**config.mk**
```make
export PLATFORM = sky130hd
export DESIGN_NAME = pipe_stall_ctrl_flat
export DESIGN_NICKNAME = d
export VERILOG_FILES = /design/src/rtl/hazard_pkg.sv /design/src/rtl/pipe_stall_ctrl_if.sv /design/src/rtl/pipe_stall_ctrl_dest_shift_reg.sv /design/src/rtl/pipe_stall_ctrl.sv /design/src/flat_wrapper.sv
export SDC_FILE = /design/constraint.sdc
export NUM_CORES = 1
export LEC_CHECK = 0
export ABC_AREA = 1
export CELL_PAD_IN_SITES_DETAIL_PLACEMENT = 1
export CELL_PAD_IN_SITES_GLOBAL_PLACEMENT = 2
export CORE_MARGIN = 1
export CORE_UTILIZATION = 22
export DETAILED_ROUTE_END_ITERATION = 16
export GPL_TIMING_DRIVEN = 1
export HOLD_SLACK_MARGIN = 0.05
export PLACE_DENSITY_LB_ADDON = 0.08
export SLEW_MARGIN = 0
export SYNTH_ARGS = -nofsm -noshare
export SYNTH_HDL_FRONTEND = slang
export SYNTH_SLANG_ARGS = --single-unit
```
**constraint.sdc**
```tcl
create_clock -name clk -period 1.9 [get_ports clk]
set_clock_uncertainty 0.2 [all_clocks]
set_input_delay 0.19 -clock clk [delete_from_list [all_inputs] [get_ports clk]]
set_output_delay 0.19 -clock clk [all_outputs]
set_load 0.05 [all_outputs]
```
**src/rtl/hazard_pkg.sv**
```systemverilog
// Shared types and defaults for the pipeline stall controller.
package hazard_pkg;

    localparam int unsigned DEF_REG_W = 5;
    localparam int unsigned DEF_DEPTH = 4;
    localparam int unsigned STAT_W    = 32;

    localparam logic [DEF_REG_W-1:0] REG_ZERO = '0;

    typedef enum logic [1:0] {
        RUN         = 2'd0,
        BR_WAIT     = 2'd1,
        BR_REDIRECT = 2'd2
    } ctrl_state_t;

endpackage

```
**src/rtl/pipe_stall_ctrl_if.sv**
```systemverilog
// Decode/hazard/fetch-control bundle between the pipeline and pipe_stall_ctrl.
// STALL_STATS_EN adds the stall statistics outputs.
interface pipe_stall_ctrl_if
    import hazard_pkg::*;
#(
    parameter int unsigned DEPTH = DEF_DEPTH,
    parameter int unsigned REG_W = DEF_REG_W
);

    logic                   idValid;
    logic                   idRegWrite;
    logic [REG_W-1:0]       idWriteReg;
    logic                   idIsBranch;
    logic                   hazard;
    logic                   brResolved;
    logic                   brTaken;
    logic [DEPTH*REG_W-1:0] preWriteReg;
    logic                   pcEnable;
    logic                   ifEnable;
    logic                   idBubble;
    logic                   flushIF;
`ifdef STALL_STATS_EN
    logic [STAT_W-1:0]      stallCycles;
    logic [STAT_W-1:0]      branchStalls;
`endif

    modport master (
        output idValid, idRegWrite, idWriteReg, idIsBranch, hazard, brResolved, brTaken,
        input  preWriteReg, pcEnable, ifEnable, idBubble, flushIF
`ifdef STALL_STATS_EN
        , input stallCycles, branchStalls
`endif
    );

    modport slave (
        input  idValid, idRegWrite, idWriteReg, idIsBranch, hazard, brResolved, brTaken,
        output preWriteReg, pcEnable, ifEnable, idBubble, flushIF
`ifdef STALL_STATS_EN
        , output stallCycles, branchStalls
`endif
    );

endinterface

```
**src/rtl/pipe_stall_ctrl_dest_shift_reg.sv**
```systemverilog
// In-flight destination register tracker: slot 0 newest, slot DEPTH-1 oldest.
module dest_shift_reg
    import hazard_pkg::*;
#(
    parameter int unsigned DEPTH = DEF_DEPTH,
    parameter int unsigned REG_W = DEF_REG_W
) (
    input  logic                   clk,
    input  logic                   rst,
    input  logic                   i_load,
    input  logic [REG_W-1:0]       i_data,
    output logic [DEPTH*REG_W-1:0] o_slots
);

    logic [DEPTH*REG_W-1:0] r_slots;
    logic [REG_W-1:0]       w_ins;

    // Non-accepted cycles insert an empty slot so older entries keep draining
    always_comb begin
        w_ins = REG_W'(REG_ZERO);
        if (i_load) begin
            w_ins = i_data;
        end
    end

    // Shift every cycle; no enable
    always_ff @(posedge clk) begin
        if (rst) begin
            r_slots <= '0;
        end else begin
            r_slots <= {r_slots[(DEPTH-1)*REG_W-1:0], w_ins};
        end
    end

    assign o_slots = r_slots;

endmodule

```
**src/rtl/pipe_stall_ctrl.sv**
```systemverilog
// Pipeline stall/branch controller: tracks in-flight writers and drives PC/IF
// enables, decode bubble and fetch flush. Optional macro STALL_STATS_EN adds
// saturating stall and branch-stall counters.
module pipe_stall_ctrl
    import hazard_pkg::*;
#(
    parameter int unsigned DEPTH = DEF_DEPTH,
    parameter int unsigned REG_W = DEF_REG_W
) (
    input  logic              clk,
    input  logic              rst,
    pipe_stall_ctrl_if.slave  bus
);

    ctrl_state_t r_state;
    ctrl_state_t w_state_nxt;
    logic        w_pc_en;
    logic        w_if_en;
    logic        w_bubble;
    logic        w_flush;
    logic        w_br_start;
    logic        w_accept;

    // State register
    always_ff @(posedge clk) begin
        if (rst) begin
            r_state <= RUN;
        end else begin
            r_state <= w_state_nxt;
        end
    end

    // Next state and control outputs; reset, then branch states, then hazard
    always_comb begin
        w_state_nxt = r_state;
        w_pc_en     = 1'b1;
        w_if_en     = 1'b1;
        w_bubble    = 1'b0;
        w_flush     = 1'b0;
        w_br_start  = 1'b0;
        if (rst) begin
            w_pc_en  = 1'b0;
            w_if_en  = 1'b0;
            w_bubble = 1'b1;
        end else begin
            case (r_state)
                RUN: begin
                    if (bus.hazard) begin
                        w_pc_en  = 1'b0;
                        w_if_en  = 1'b0;
                        w_bubble = 1'b1;
                    end else if (bus.idValid && bus.idIsBranch) begin
                        w_state_nxt = BR_WAIT;
                        w_br_start  = 1'b1;
                    end
                end
                BR_WAIT: begin
                    w_pc_en  = 1'b0;
                    w_if_en  = 1'b0;
                    w_bubble = 1'b1;
                    if (bus.brResolved) begin
                        w_state_nxt = bus.brTaken ? BR_REDIRECT : RUN;
                    end
                end
                BR_REDIRECT: begin
                    w_bubble    = 1'b1;
                    w_flush     = 1'b1;
                    w_state_nxt = RUN;
                end
                default: begin
                    w_state_nxt = RUN;
                end
            endcase
        end
    end

    // x0 is never a real dependency, so it is not recorded
    assign w_accept = bus.idValid && bus.idRegWrite && !w_bubble
                      && (bus.idWriteReg != REG_W'(REG_ZERO));

    dest_shift_reg #(
        .DEPTH (DEPTH),
        .REG_W (REG_W)
    ) u_dest_shift_reg (
        .clk     (clk),
        .rst     (rst),
        .i_load  (w_accept),
        .i_data  (bus.idWriteReg),
        .o_slots (bus.preWriteReg)
    );

    assign bus.pcEnable = w_pc_en;
    assign bus.ifEnable = w_if_en;
    assign bus.idBubble = w_bubble;
    assign bus.flushIF  = w_flush;

`ifdef STALL_STATS_EN
    logic [STAT_W-1:0] r_stall_cycles;
    logic [STAT_W-1:0] r_branch_stalls;

    // Saturating bubble-cycle and branch-stall counters
    always_ff @(posedge clk) begin
        if (rst) begin
            r_stall_cycles  <= '0;
            r_branch_stalls <= '0;
        end else begin
            if (w_bubble && (r_stall_cycles != '1)) begin
                r_stall_cycles <= r_stall_cycles + STAT_W'(1);
            end
            if (w_br_start && (r_branch_stalls != '1)) begin
                r_branch_stalls <= r_branch_stalls + STAT_W'(1);
            end
        end
    end

    assign bus.stallCycles  = r_stall_cycles;
    assign bus.branchStalls = r_branch_stalls;
`endif

endmodule
```
**src/flat_wrapper.sv**
```systemverilog
// flat-port wrapper written by rule: the top's interface ports become plain ports
module pipe_stall_ctrl_flat import hazard_pkg::*;
#(
    parameter int unsigned DEPTH = DEF_DEPTH,
    parameter int unsigned REG_W = DEF_REG_W
)
  (clk, rst, bus_idValid, bus_idRegWrite, bus_idWriteReg, bus_idIsBranch, bus_hazard, bus_brResolved, bus_brTaken, bus_preWriteReg, bus_pcEnable, bus_ifEnable, bus_idBubble, bus_flushIF);
  pipe_stall_ctrl_if #(.DEPTH(DEPTH), .REG_W(REG_W)) bus_i ();
  input  logic clk;
  input  logic rst;
  input wire logic [$bits(bus_i.idValid)-1:0] bus_idValid;
  input wire logic [$bits(bus_i.idRegWrite)-1:0] bus_idRegWrite;
  input wire logic [$bits(bus_i.idWriteReg)-1:0] bus_idWriteReg;
  input wire logic [$bits(bus_i.idIsBranch)-1:0] bus_idIsBranch;
  input wire logic [$bits(bus_i.hazard)-1:0] bus_hazard;
  input wire logic [$bits(bus_i.brResolved)-1:0] bus_brResolved;
  input wire logic [$bits(bus_i.brTaken)-1:0] bus_brTaken;
  output wire logic [$bits(bus_i.preWriteReg)-1:0] bus_preWriteReg;
  output wire logic [$bits(bus_i.pcEnable)-1:0] bus_pcEnable;
  output wire logic [$bits(bus_i.ifEnable)-1:0] bus_ifEnable;
  output wire logic [$bits(bus_i.idBubble)-1:0] bus_idBubble;
  output wire logic [$bits(bus_i.flushIF)-1:0] bus_flushIF;
  assign bus_i.idValid = bus_idValid;
  assign bus_i.idRegWrite = bus_idRegWrite;
  assign bus_i.idWriteReg = bus_idWriteReg;
  assign bus_i.idIsBranch = bus_idIsBranch;
  assign bus_i.hazard = bus_hazard;
  assign bus_i.brResolved = bus_brResolved;
  assign bus_i.brTaken = bus_brTaken;
  assign bus_preWriteReg = bus_i.preWriteReg;
  assign bus_pcEnable = bus_i.pcEnable;
  assign bus_ifEnable = bus_i.ifEnable;
  assign bus_idBubble = bus_i.idBubble;
  assign bus_flushIF = bus_i.flushIF;
  pipe_stall_ctrl #(.DEPTH(DEPTH), .REG_W(REG_W)) u_core (.clk(clk), .rst(rst), .bus(bus_i));
endmodule
```
==> impl_metrics.csv <==
group,metric,value,unit
timing,post-route-period-util,0.9441,
detailed_routing,wire_per_inst,8.021,um
global_routing,use_met2,0.1303,
synthesis,synth_common_cells,"inv_1 (28), dfxtp_1 (22), nor2_1 (22)",
die,pin_count,37,
worst_setup_path,reg2reg_slack,0.52,ns
clocking,cts_buffers,3,
timing,slew_headroom,0.6608,
global_routing,grt_start_max_net_pins,16,
cells_and_area,syn2layout_area_growth,62.50,%
global_routing,antenna_found_initial,0,
die,dieWidth,64.19,um
clocking,htree_levels,1,
synthesis,synth-edff-count,0,
synthesis,synth_fp_nets,122,
clocking,cts_hold_buf,0,
place,dpl_cell_area,0.001304,mm2
cells_and_area,drive_gt1_frac,0.1831,
min_path,hp-class,"register to register",
synthesis,seq_area_frac_synth,0.5176,
worst_setup_path,critPathCaptureType,"output port",
global_routing,grt_pass1_vias,651,
die,die_h,64.19,um
synthesis,yosysTopAreaCell,"dfxtp_1",
place,place_inst,186,
worst_setup_path,rr_worst_depth,7,
synthesis,yosysTopAreaCellShare,0.5176,
global_routing,top_usage_layer,"met2",
timing,rsz0062_at_grt,"no",
detailed_routing,vias_per_cell,3.616,
place,dp_hpwl,1284,um
cells_and_area,multi_input_area,289.0,um2
detailed_routing,postRouteAntennaNets,0,
job,maxCapViolations,0,
global_routing,use_met1,0.09646,
synthesis,yosys_warnings,0,
die,floorplan.die_area,0.004120,mm2
synthesis,synth.most_common_cell,"inv_1",
cells_and_area,seqCellArea,442.9,um2
clocking,cts_resized,4,
cells_and_area,fin_cells,190,
timing,setup_tns,0,ns
global_routing,track_usage,0.08293,
pwr,vdd_drop_max,490.9,uV
synthesis,synth_cells,104,
clocking,clk_pin_slew,0.08,ns
cells_and_area,fin_nets,161,
detailed_routing,via_count,687,
synthesis,synth.distinct_cells,15,
clocking,clock_latency,0.25,ns
worst_setup_path,required,1.51,ns
timing,whs,0.2230,ns
cells_and_area,final_area,0.001383,mm2
worst_setup_path,start_kind,"register",
outcome,status,"finished, final reports clean",
detailed_routing,dr.pass1.iters,2,
detailed_routing,wl,1524,um
pwr,power,1.544,mW
synthesis,postSynthAreaPerCell,8.181,um2
pwr,p_per_area,1117,mW/mm2
synthesis,synth_seq_cells,22,
timing,fmax,557.5,MHz
global_routing,grt-ovfl-total,0,
worst_setup_path,rr_endpoint,"u_core.r_state[0]",
detailed_routing,drtIter0Drc,12,
worst_setup_path,reg2reg_from,"u_core.r_state[1]",
synthesis,yosys-top-cells-area,"dfxtp_1 (52%), inv_1 (12%), nor2_1 (9.7%)",
die,core,0.003689,mm2
cells_and_area,diodes,0,
detailed_routing,drc,0,
clocking,cts_setup_buffers,0,
place,io_buffers,36,
worst_setup_path,crit_fanout,4,
synthesis,synthArstFlopShare,0,
die,rows,22,
synthesis,syn_area,850.8,um2
global_routing,grtUsageMet3,0.02321,
place,gp_congestion,0.7193,
worst_setup_path,crit_arrival,1.40,ns
worst_setup_path,crit_path_end,"bus_pcEnable",
worst_setup_path,critPathKind,"register to output port",
clocking,clk_path_buf_depth,2,
die,start_util,0.2307,
clocking,clock-sinks,22,
timing,post-route-min-period,1.794,ns
cells_and_area,fill_cells,462,
timing,final-max-slew-violation-count,0,
global_routing,grt_first_pass_wirelength,2608,um
timing,setup_viol,0,
timing,tightest_slew,0.5072,ns
timing,final_hold_viol_count,0,
clocking,cts_root_buffer,"clkbuf_8",
synthesis,synth_ff_type,"dfxtp_1",
worst_setup_path,crit_start,"u_core.r_state[0]",
pwr,p_leak,0.5939,nW
clocking,cts_tree,"yes",
placed cells by master, fill, tap and decap left out, drive strengths merged:
cell,count
buf,6
nand3b,1
nand3,3
inv,28
bufinv,1
nand2,13
clkbuf,3
a21oi,1
clkdlybuf4s50,31
nor2,27
ha,5
clkinv,1
dfxtp,22
routing by layer:
metal | up-vias | wire length (um)
met4 | 0 | 29
met2 | 29 | 672
met3 | 2 | 119
met5 | - | 0
li1 | 366 | -
met1 | 290 | 702
how the worst min path moves through the flow:
stage / endpoint / start / depth (start not counted) / slack [ns]
after floorplan: u_core.u_dest_shift_reg.o_slots[0] / bus_idWriteReg[0] / 2 / 0.12
after global placement: u_core.u_dest_shift_reg.o_slots[18] / u_core.u_dest_shift_reg.o_slots[13] / 2 / 0.21
after detailed placement: u_core.u_dest_shift_reg.o_slots[5] / u_core.u_dest_shift_reg.o_slots[0] / 2 / 0.22
after CTS: u_core.u_dest_shift_reg.o_slots[5] / u_core.u_dest_shift_reg.o_slots[0] / 2 / 0.23
after global routing: u_core.u_dest_shift_reg.o_slots[19] / u_core.u_dest_shift_reg.o_slots[14] / 2 / 0.25
final: u_core.u_dest_shift_reg.o_slots[5] / u_core.u_dest_shift_reg.o_slots[0] / 2 / 0.22
final cells by class:
class,instances,area share
inverter,29,0.08235
multi-input combinational,50,0.2090
clock buffer,3,0.02986
clock inverter,1,0.02172
sequential,22,0.3204
tap,48,0.04344
timing repair buffer,37,0.2932
worst max-delay path: stages (launching register included):
cell     delay, ns
dfxtp_2       0.35
inv_2         0.06
ha_2          0.20
nand2_2       0.09
nand2_1       0.09
a21oi_4       0.19
buf_12        0.16
kinds of logic after synthesis:
group,count (synthesis),share of synthesized area
buf+inv,32,0.1618
flops,22,0.5176
simple gates,44,0.2412
compound gates,1,0.005877
fa+ha+maj,5,0.07353
state kept, by name, indices dropped and copies added, names as in the netlist:
signal / cells
u_core.r_state: 2
u_core.u_dest_shift_reg.o_slots: 20
report_power, final:
| group | leakage (nW) | internal, mW | total [mW] | switching, mW |
|---|---|---|---|---|
| combinational | 0.380 | 0.243 | 0.600 | 0.357 |
| sequential | 0.179 | 0.498 | 0.523 | 0.0242 |
| clock | 0.0357 | 0.281 | 0.422 | 0.141 |
| total | 0.594 | 1.02 | 1.54 | 0.522 |
per-stage QoR:
stage	util	setup WS, ns
global placement	0.3535	0.2126
floorplan	-	0.07990
CTS	0.3748	0.04229
detailed placement	0.3535	0.2233
finish	0.3748	0.1063
global route	0.3748	0.02224
(Power assumes the default switching activity.)
